## src/rtl/adder_arb_pkg.sv

```systemverilog
// Shared types and constants for the round-robin adder arbiter.
// Used by adder_arbiter and rr_pick.
package adder_arb_pkg;

  typedef enum logic {
    IDLE = 1'b0,
    EXEC = 1'b1
  } state_e;

  localparam int DEF_NUM_REQ = 4;
  localparam int DEF_WIDTH   = 16;

  // Requester index width, never narrower than one bit.
  function automatic int id_width(input int n);
    return (n <= 2) ? 1 : $clog2(n);
  endfunction

endpackage

```

## src/rtl/adder_arbiter_rr_pick.sv

```systemverilog
// Combinational round-robin selector: returns the first set req bit
// at or above ptr, wrapping modulo NUM_REQ.
module rr_pick
  import adder_arb_pkg::*;
#(
  parameter int NUM_REQ = DEF_NUM_REQ
) (
  input  logic [NUM_REQ-1:0]              req,
  input  logic [id_width(NUM_REQ)-1:0]    ptr,
  output logic                            valid,
  output logic [id_width(NUM_REQ)-1:0]    winner
);

  localparam int IW = id_width(NUM_REQ);

  // Scan from the farthest offset down so the nearest hit to ptr wins last.
  always_comb begin
    int idx;
    idx    = 0;
    valid  = 1'b0;
    winner = '0;
    for (int i = NUM_REQ - 1; i >= 0; i--) begin
      idx = int'(ptr) + i;
      if (idx >= NUM_REQ) idx = idx - NUM_REQ;
      if (req[IW'(idx)]) begin
        valid  = 1'b1;
        winner = IW'(idx);
      end
    end
  end

endmodule

```

## src/rtl/adder_arbiter.sv

```systemverilog
// Round-robin arbiter sharing one external adder among NUM_REQ requesters.
// Optional carry-chaining lock is enabled by defining ADD_ARB_CHAIN_EN.
module adder_arbiter
  import adder_arb_pkg::*;
#(
  parameter int NUM_REQ = DEF_NUM_REQ,
  parameter int WIDTH   = DEF_WIDTH
) (
  input  logic                          clk,
  input  logic                          rst_n,
  input  logic [NUM_REQ-1:0]            req,
  input  logic [NUM_REQ*WIDTH-1:0]      a_in,
  input  logic [NUM_REQ*WIDTH-1:0]      b_in,
  input  logic [NUM_REQ-1:0]            cin_in,
  input  logic [NUM_REQ-1:0]            chain,
  output logic [NUM_REQ-1:0]            gnt,
  output logic [WIDTH-1:0]              add_a,
  output logic [WIDTH-1:0]              add_b,
  output logic                          add_cin,
  input  logic [WIDTH-1:0]              add_sum,
  input  logic                          add_co,
  output logic                          res_valid,
  output logic [WIDTH-1:0]              res_sum,
  output logic                          res_co,
  output logic [id_width(NUM_REQ)-1:0]  res_id
);

  localparam int IW = id_width(NUM_REQ);

  state_e               state_q, state_d;
  logic [IW-1:0]        ptr_q, ptr_d;
  logic [NUM_REQ-1:0]   gnt_q, gnt_d;
  logic [WIDTH-1:0]     a_q, a_d, b_q, b_d;
  logic                 cin_q, cin_d;
  logic [IW-1:0]        id_q, id_d;
  logic                 res_valid_q, res_valid_d;
  logic [WIDTH-1:0]     res_sum_q, res_sum_d;
  logic                 res_co_q, res_co_d;
  logic [IW-1:0]        res_id_q, res_id_d;
  logic [IW-1:0]        ptr_next;

  logic [NUM_REQ-1:0]   req_eff;
  logic                 pick_valid;
  logic [IW-1:0]        pick_id;

`ifdef ADD_ARB_CHAIN_EN
  logic                 chain_q, chain_d;
  logic                 lock_q, lock_d;
  logic [IW-1:0]        lock_id_q, lock_id_d;
  logic                 carry_q, carry_d;

  // While locked, only the owner may win arbitration.
  always_comb begin
    req_eff = req;
    if (lock_q) begin
      req_eff            = '0;
      req_eff[lock_id_q] = req[lock_id_q];
    end
  end
`else
  logic unused_chain;
  assign unused_chain = ^chain;
  assign req_eff      = req;
`endif

  rr_pick #(.NUM_REQ(NUM_REQ)) u_pick (
    .req    (req_eff),
    .ptr    (ptr_q),
    .valid  (pick_valid),
    .winner (pick_id)
  );

  assign ptr_next = (id_q == IW'(NUM_REQ - 1)) ? '0 : id_q + IW'(1);

  always_ff @(posedge clk) begin
    if (!rst_n) state_q <= IDLE;
    else        state_q <= state_d;
  end

  always_comb begin
    state_d = state_q;
    case (state_q)
      IDLE:    if (pick_valid) state_d = EXEC;
      EXEC:    state_d = IDLE;
      default: state_d = IDLE;
    endcase
  end

  always_comb begin
    gnt_d       = '0;
    a_d         = a_q;
    b_d         = b_q;
    cin_d       = cin_q;
    id_d        = id_q;
    ptr_d       = ptr_q;
    res_valid_d = 1'b0;
    res_sum_d   = res_sum_q;
    res_co_d    = res_co_q;
    res_id_d    = res_id_q;
`ifdef ADD_ARB_CHAIN_EN
    chain_d     = chain_q;
    lock_d      = lock_q;
    lock_id_d   = lock_id_q;
    carry_d     = carry_q;
`endif
    case (state_q)
      IDLE: begin
        if (pick_valid) begin
          gnt_d[pick_id] = 1'b1;
          a_d            = a_in[int'(pick_id)*WIDTH +: WIDTH];
          b_d            = b_in[int'(pick_id)*WIDTH +: WIDTH];
          cin_d          = cin_in[pick_id];
          id_d           = pick_id;
`ifdef ADD_ARB_CHAIN_EN
          chain_d        = chain[pick_id];
          if (lock_q) cin_d = carry_q;
`endif
        end
      end
      EXEC: begin
        res_valid_d = 1'b1;
        res_sum_d   = add_sum;
        res_co_d    = add_co;
        res_id_d    = id_q;
`ifdef ADD_ARB_CHAIN_EN
        carry_d     = add_co;
        if (chain_q) begin
          lock_d    = 1'b1;
          lock_id_d = id_q;
        end else begin
          lock_d    = 1'b0;
          ptr_d     = ptr_next;
        end
`else
        ptr_d       = ptr_next;
`endif
      end
      default: ;
    endcase
  end

  always_ff @(posedge clk) begin
    if (!rst_n) begin
      ptr_q       <= '0;
      gnt_q       <= '0;
      a_q         <= '0;
      b_q         <= '0;
      cin_q       <= 1'b0;
      id_q        <= '0;
      res_valid_q <= 1'b0;
      res_sum_q   <= '0;
      res_co_q    <= 1'b0;
      res_id_q    <= '0;
`ifdef ADD_ARB_CHAIN_EN
      chain_q     <= 1'b0;
      lock_q      <= 1'b0;
      lock_id_q   <= '0;
      carry_q     <= 1'b0;
`endif
    end else begin
      ptr_q       <= ptr_d;
      gnt_q       <= gnt_d;
      a_q         <= a_d;
      b_q         <= b_d;
      cin_q       <= cin_d;
      id_q        <= id_d;
      res_valid_q <= res_valid_d;
      res_sum_q   <= res_sum_d;
      res_co_q    <= res_co_d;
      res_id_q    <= res_id_d;
`ifdef ADD_ARB_CHAIN_EN
      chain_q     <= chain_d;
      lock_q      <= lock_d;
      lock_id_q   <= lock_id_d;
      carry_q     <= carry_d;
`endif
    end
  end

  assign gnt       = gnt_q;
  assign add_a     = a_q;
  assign add_b     = b_q;
  assign add_cin   = cin_q;
  assign res_valid = res_valid_q;
  assign res_sum   = res_sum_q;
  assign res_co    = res_co_q;
  assign res_id    = res_id_q;

endmodule

```

## config.mk

```make
export PLATFORM = sky130hd
export DESIGN_NAME = adder_arbiter
export DESIGN_NICKNAME = d
export VERILOG_FILES = /design/src/rtl/adder_arb_pkg.sv /design/src/rtl/adder_arbiter_rr_pick.sv /design/src/rtl/adder_arbiter.sv
export SDC_FILE = /design/constraint.sdc
export NUM_CORES = 1
export LEC_CHECK = 0
export CORE_ASPECT_RATIO = 0.75
export CORE_UTILIZATION = 40
export DETAILED_ROUTE_END_ITERATION = 7
export GPL_TIMING_DRIVEN = 1
export PLACE_DENSITY = 0.86
export SETUP_SLACK_MARGIN = 0.1
export SLEW_MARGIN = 20
export SYNTH_ARGS = -nofsm -noshare
export SYNTH_HDL_FRONTEND = slang
export SYNTH_SLANG_ARGS = --single-unit
```

## constraint.sdc

```tcl
create_clock -name clk -period 4.5 [get_ports clk]
set_input_delay 1.125 -clock clk [delete_from_list [all_inputs] [get_ports clk]]
set_output_delay 1.125 -clock clk [all_outputs]
set_load 0.02 [all_outputs]
```

## Word-level counts from Yosys, hierarchy flattened

Index checks and enable logic that the tools add are counted.
W data, S select, Z words.

| storage, ports and cells | value |
|---|---|
| flip-flop bits (word level) | 62 |
| logic and storage cells | 70 |

| operators by class | value |
|---|---|
| add/sub/neg operators | 8 |
| order comparisons | 10 |
| equality and inequality tests | 1 |
| shifts and indexed selects | 2 |
| mux-type cells | 32 |
| bitwise logic cells | 3 |
| reduce and logical (&&, ||, !) cells | 3 |

Operators by type and width:

| operator | count |
|---|---|
| $shiftx A64 B7 Y16 | 2 |
| $mux W2 | 9 |
| $lt A2 B4 Y1 const B | 4 |
| $mux W1 | 16 |
| $bmux W1 S2 | 5 |
| $ge A3 B3 Y1 const B | 3 |
| $sub A2 B1 Y2 const B | 4 |
| $add A2 B2 Y3 const B | 2 |
| $add A2 B1 Y3 const B | 1 |
| $ge A2 B3 Y1 const B | 1 |
| $lt A2 B3 Y1 const B | 1 |
| $not A1 Y1 | 3 |
| $reduce_or A3 Y1 | 1 |
| $add A2 B1 Y2 const B | 1 |
| $demux W1 S2 | 1 |
| $eq A2 B2 Y1 const B | 1 |
| $ge A2 B1 Y1 const B | 1 |
| $pmux W1 S2 | 1 |
| $reduce_and A2 Y1 | 1 |
| $logic_and A1 B1 Y1 | 1 |

## Logic depth before layout (Yosys ltp)

| depth | value |
|---|---|
| depth after elaboration | 14 |
| mapped depth | 8 |
| gate-level depth less buffers | 5 |

## Hierarchy

Synthesis repeated with hierarchy kept, for this count alone.

| unflattened totals | value |
|---|---|
| cell total of the unflattened synthesis | 292 |
| area, all modules | 3086.7 µm² |

Modules (own cells, without submodules):

| module | times used | cells an instance | area each (µm²) |
|---|---|---|---|
| adder_arbiter | 1 | 279 | 3009.1 |
| rr_pick | 1 | 13 | 77.6 |

## Worst setup path before layout

No wires, ideal clock.

| path | value |
|---|---|
| kind | input to register |
| from | input port req[0] |
| to | register b_q[11] (netlist: add_b[11]) |
| library setup time | 124 ps |
| arrival time | 2193 ps |
| required time | 4376 ps |
| setup slack | 2183 ps |
| cell stages on the path | 7 |
| path buffers | 3 |
| cells stage by stage | buf_2 -> nor2_4 -> a21o_1 -> buf_4 -> buf_2 -> a221oi_1 -> o22ai_1 |

| on the way | value |
|---|---|
| word-level cells in the longest chain between the ends | 8 |

Ends and longest elaborated chain:

| what | RTL line | source |
|---|---|---|
| start, declared | adder_arbiter.sv:11 | `input logic [NUM_REQ-1:0] req,` |
| $bmux W1 S2 | adder_arbiter_rr_pick.sv:25 | `if (req[IW'(idx)]) begin` |
| $mux W1 (implied by the code) (2 in a row) | adder_arbiter_rr_pick.sv:25 |  |
| $mux W2 or $mux W1 (tied branches) (4 in a row) | adder_arbiter_rr_pick.sv:25 |  |
| $shiftx A64 B7 Y16 or $reduce_and A2 Y1 (tied branches) | - |  |
| end signal, assigned | adder_arbiter.sv:147 | `b_q <= '0;` |
| end signal, assigned | adder_arbiter.sv:164 | `b_q <= b_d;` |
| end, declared | adder_arbiter.sv:33 | `logic [WIDTH-1:0] a_q, a_d, b_q, b_d;` |

Parallel ways exist; a longest one is shown, timed or not. The select of a mux whose other input is x is not followed.
A chain may end at the register's enable or synchronous reset.

## Final worst setup path

| path | value |
|---|---|
| from | input port req[3] |
| to | register b_q[10] (netlist: add_b[10]) |

Same word-level chain as after synthesis.

==> flow_summary.toml <==
[timing]
tns_ns = 0
setup_viol = 0
hold_slack_ns = 0.496
rsz0062_at_grt = "no"
max-slew-margin-rel_pct = 30.6
min_period_ns = 3.10
drv_slew = 0
max_freq_ghz = 0.323
fin_crit_sh_pct = 68.8
fin_skew_ns = 0.00439
tightest_slew_ns = 1.04
hold_violations = 0

[clock_network]
cts_max_level = 3
ctsResizeCount = 0
path_clk_slew_ns = 0.06
cts.sinks = 62
clockBufferDepth = 2
cts_tree = "done"
numCtsBuffers = 9
cts_root_buf = "clkbuf_16"
postCtsHoldBufs = 0
clock_latency_ns = 0.32
post_cts_buffers = 0

[setup_path]
max_stage_delay_ns = 0.77
cp.required_ns = 4.74
r2r_setup_slack_ns = 2.32
crit_type = "input pin to register"
cp-start-kind = "input pin"
worst_setup_path_end_kind = "register"
cp_max_fo = 23
timing.rr.end = "add_a[10]$_SDFFE_PN0P_"
crit_buf_inv = 2
timing.rr.start = "ptr_q[1]$_SDFFE_PN0P_"
worstPathCellList = "clkdlybuf4s50_1 > nor2_4 > a21oi_4 > buf_4 > o21ai_0 > or2_0 > o22ai_1"
r2r_cells = 6
crit_arrival_ns = 3.33
crit_family = "buffers and inverters"
cp_slowest_cell = "clkdlybuf4s50_1"

[placed_design]
portBuffers = 211
gp_congestion = 0.802
dp.cells = 640
dpl.hpwl_mm = 8.34

[finish]
final_cells = 656
utilization_pct = 69.4
seq_area_sq_um = 1240
synthToLayoutAreaGrowth_pct = 67.8
final_nets = 703
multiInputGateArea_sq_um = 2060
fillers = 704
drive_above_1_share_pct = 11.9
num_antenna_cells = 0

[power]
powerDensity_nw_per_um2 = 330
p_leak_nw = 2.13
ir_worst_vdd_mv = 0.203

[die]
coreArea_sq_um = 8490
die_area_sq_um = 9160
ios = 216
start_util_pct = 41.3
die_h_microns = 83.1
die_w_microns = 110
rows = 29

[hold_path]
hold-path-endpoint = "id_q[1]$_SDFFE_PN0P_"
holdPathStages = 2
hold_path.startpoint = "id_q[1]$_SDFFE_PN0P_"
min_path_type = "register to register"

[detailed_routing]
drt_iter0_markers = 161
routed_wl_mm = 11.3
vias = 3528
drtPass1Iterations = 4
drc_errors = 0
via_per_inst = 5.38
antenna_left = 0
routedWlPerCell_microns = 17.3

[global_routing]
grt_pass1_wl_mm = 17.8
grt.total_usage_pct = 25.0
first_global_vias = 3741
grt_overflow = 0
antenna_found_initial = 0
grt_max_degree = 60

[yosys]
ys.flop_type = "dfxtp_1"
async_reset_ff_share_pct = 0
syn_area_per_cell_sq_um = 10.1
syn_nets = 507
synth_area_sq_um = 3510
synthCells = 347
synth_enable_flop_cells = 0
ys_ff_latch = 62
synth.distinct_cells = 36
synth_seq_area_share_pct = 35.4
ys_warn_count = 0

[flow_run]
max_cap_viol_count = 0

[status]
status = "completed"
-- final cells by class --
class	count	area share, %
inverters	2	0.127
clock inverters	7	1.10
well taps	108	2.29
clock buffers	9	3.82
flip-flops and latches	62	21.1
repair buffers	218	36.7
multi-input cells	250	34.9
-- registers in the layout (all words and copies together) (netlist names) --
register	count
res_co	1
add_a	16
res_valid	1
add_cin	1
state_q	1
ptr_q	2
res_sum	16
add_b	16
id_q	2
res_id	2
gnt	4
-- metrics by stage --
step | worst slack [ns] | power [mW] | instance area (sq um)
floorplan | 2.18 | 0.991 | 3510
detailed placement | 1.10 | 1.29 | 5600
global placement | 1.21 | 1.27 | 5600
global route | 1.28 | 2.03 | 5890
finish | 1.40 | 1.95 | 5890
CTS | 1.40 | 1.96 | 5890
-- cell families (layout without fill, tap and decap cells) --
family                     count (synthesis)  in the layout  share of synthesized area [%]
muxes                                     55             55                           15.7
buffers and inverters                     35            236                           6.49
and+or+nand+nor                           76             76                           13.2
AOI/OAI and AO/OA                        118            118                           28.9
DFF                                       62             62                           35.4
adders and majority gates                  1              1                          0.356
-- report_power, final --
group	switching, mW	internal (mW)
combinational	0.294	0.340
sequential	0.0377	0.609
clock	0.241	0.424
total	0.573	1.37
-- cell usage in the layout, fill, tap and decap left out, types with 2 or more instances in the layout --
cell and instances:
clkinvlp_4 2, clkdlybuf4s50_1 210, a221oi_1 4, mux2i_1 55
o22ai_1 33, clkinv_2 4, buf_4 7, a21boi_0 2
nand2b_1 8, nand2_1 6, o21ai_0 20, dfxtp_1 62
and2_1 5, nor2b_1 21, nor2_1 3, or2_0 28
o221a_2 2, a21oi_1 6, o21ai_1 15, clkbuf_16 9
a221oi_2 29
-- Yosys cell counts (3+ instances only) --
library cell | count | area share [%]
a21oi_1 | 6 | 0.86
a221oi_1 | 4 | 1.0
a221oi_2 | 29 | 12
and2_1 | 5 | 0.89
buf_2 | 12 | 1.7
buf_4 | 3 | 0.64
buf_6 | 9 | 2.9
clkbuf_1 | 7 | 0.75
dfxtp_1 | 62 | 35
mux2i_1 | 55 | 16
nand2_1 | 6 | 0.64
nand2b_1 | 8 | 1.4
nor2_1 | 3 | 0.32
nor2b_1 | 21 | 3.7
o21ai_0 | 20 | 2.9
o21ai_1 | 15 | 2.1
o22ai_1 | 33 | 5.9
or2_0 | 28 | 5.0
-- tightest hold or removal path, stage by stage, from the launching register on --
cell and delay [ns]:
dfxtp_1 0.32, nand2_1 0.05, a21boi_0 0.07
-- routing by layer --
layer | GRT usage, % | up-vias | wire length, microns
met5 | 0 | - | 0
met4 | 8.37 | 0 | 204
met3 | 6.51 | 20 | 993
met2 | 45.2 | 158 | 5720
met1 | 27.9 | 1654 | 4390
li1 | - | 1696 | -
-- how the worst max path moves through the flow --
| stage | from | to | slack, ns | cells after the start |
|---|---|---|---|---|
| floorplan | req[0] | add_b[11]$_SDFFE_PN0P_ | 2.18 | 7 |
| global placement | req[3] | add_b[13]$_SDFFE_PN0P_ | 1.21 | 5 |
| detailed placement | req[3] | add_b[7]$_SDFFE_PN0P_ | 1.10 | 5 |
| CTS | req[3] | add_b[7]$_SDFFE_PN0P_ | 1.40 | 5 |
| global route | req[3] | add_b[7]$_SDFFE_PN0P_ | 1.28 | 5 |
| finish | req[3] | add_b[10]$_SDFFE_PN0P_ | 1.40 | 7 |
Note: power is estimated with default switching activity, not from simulation.
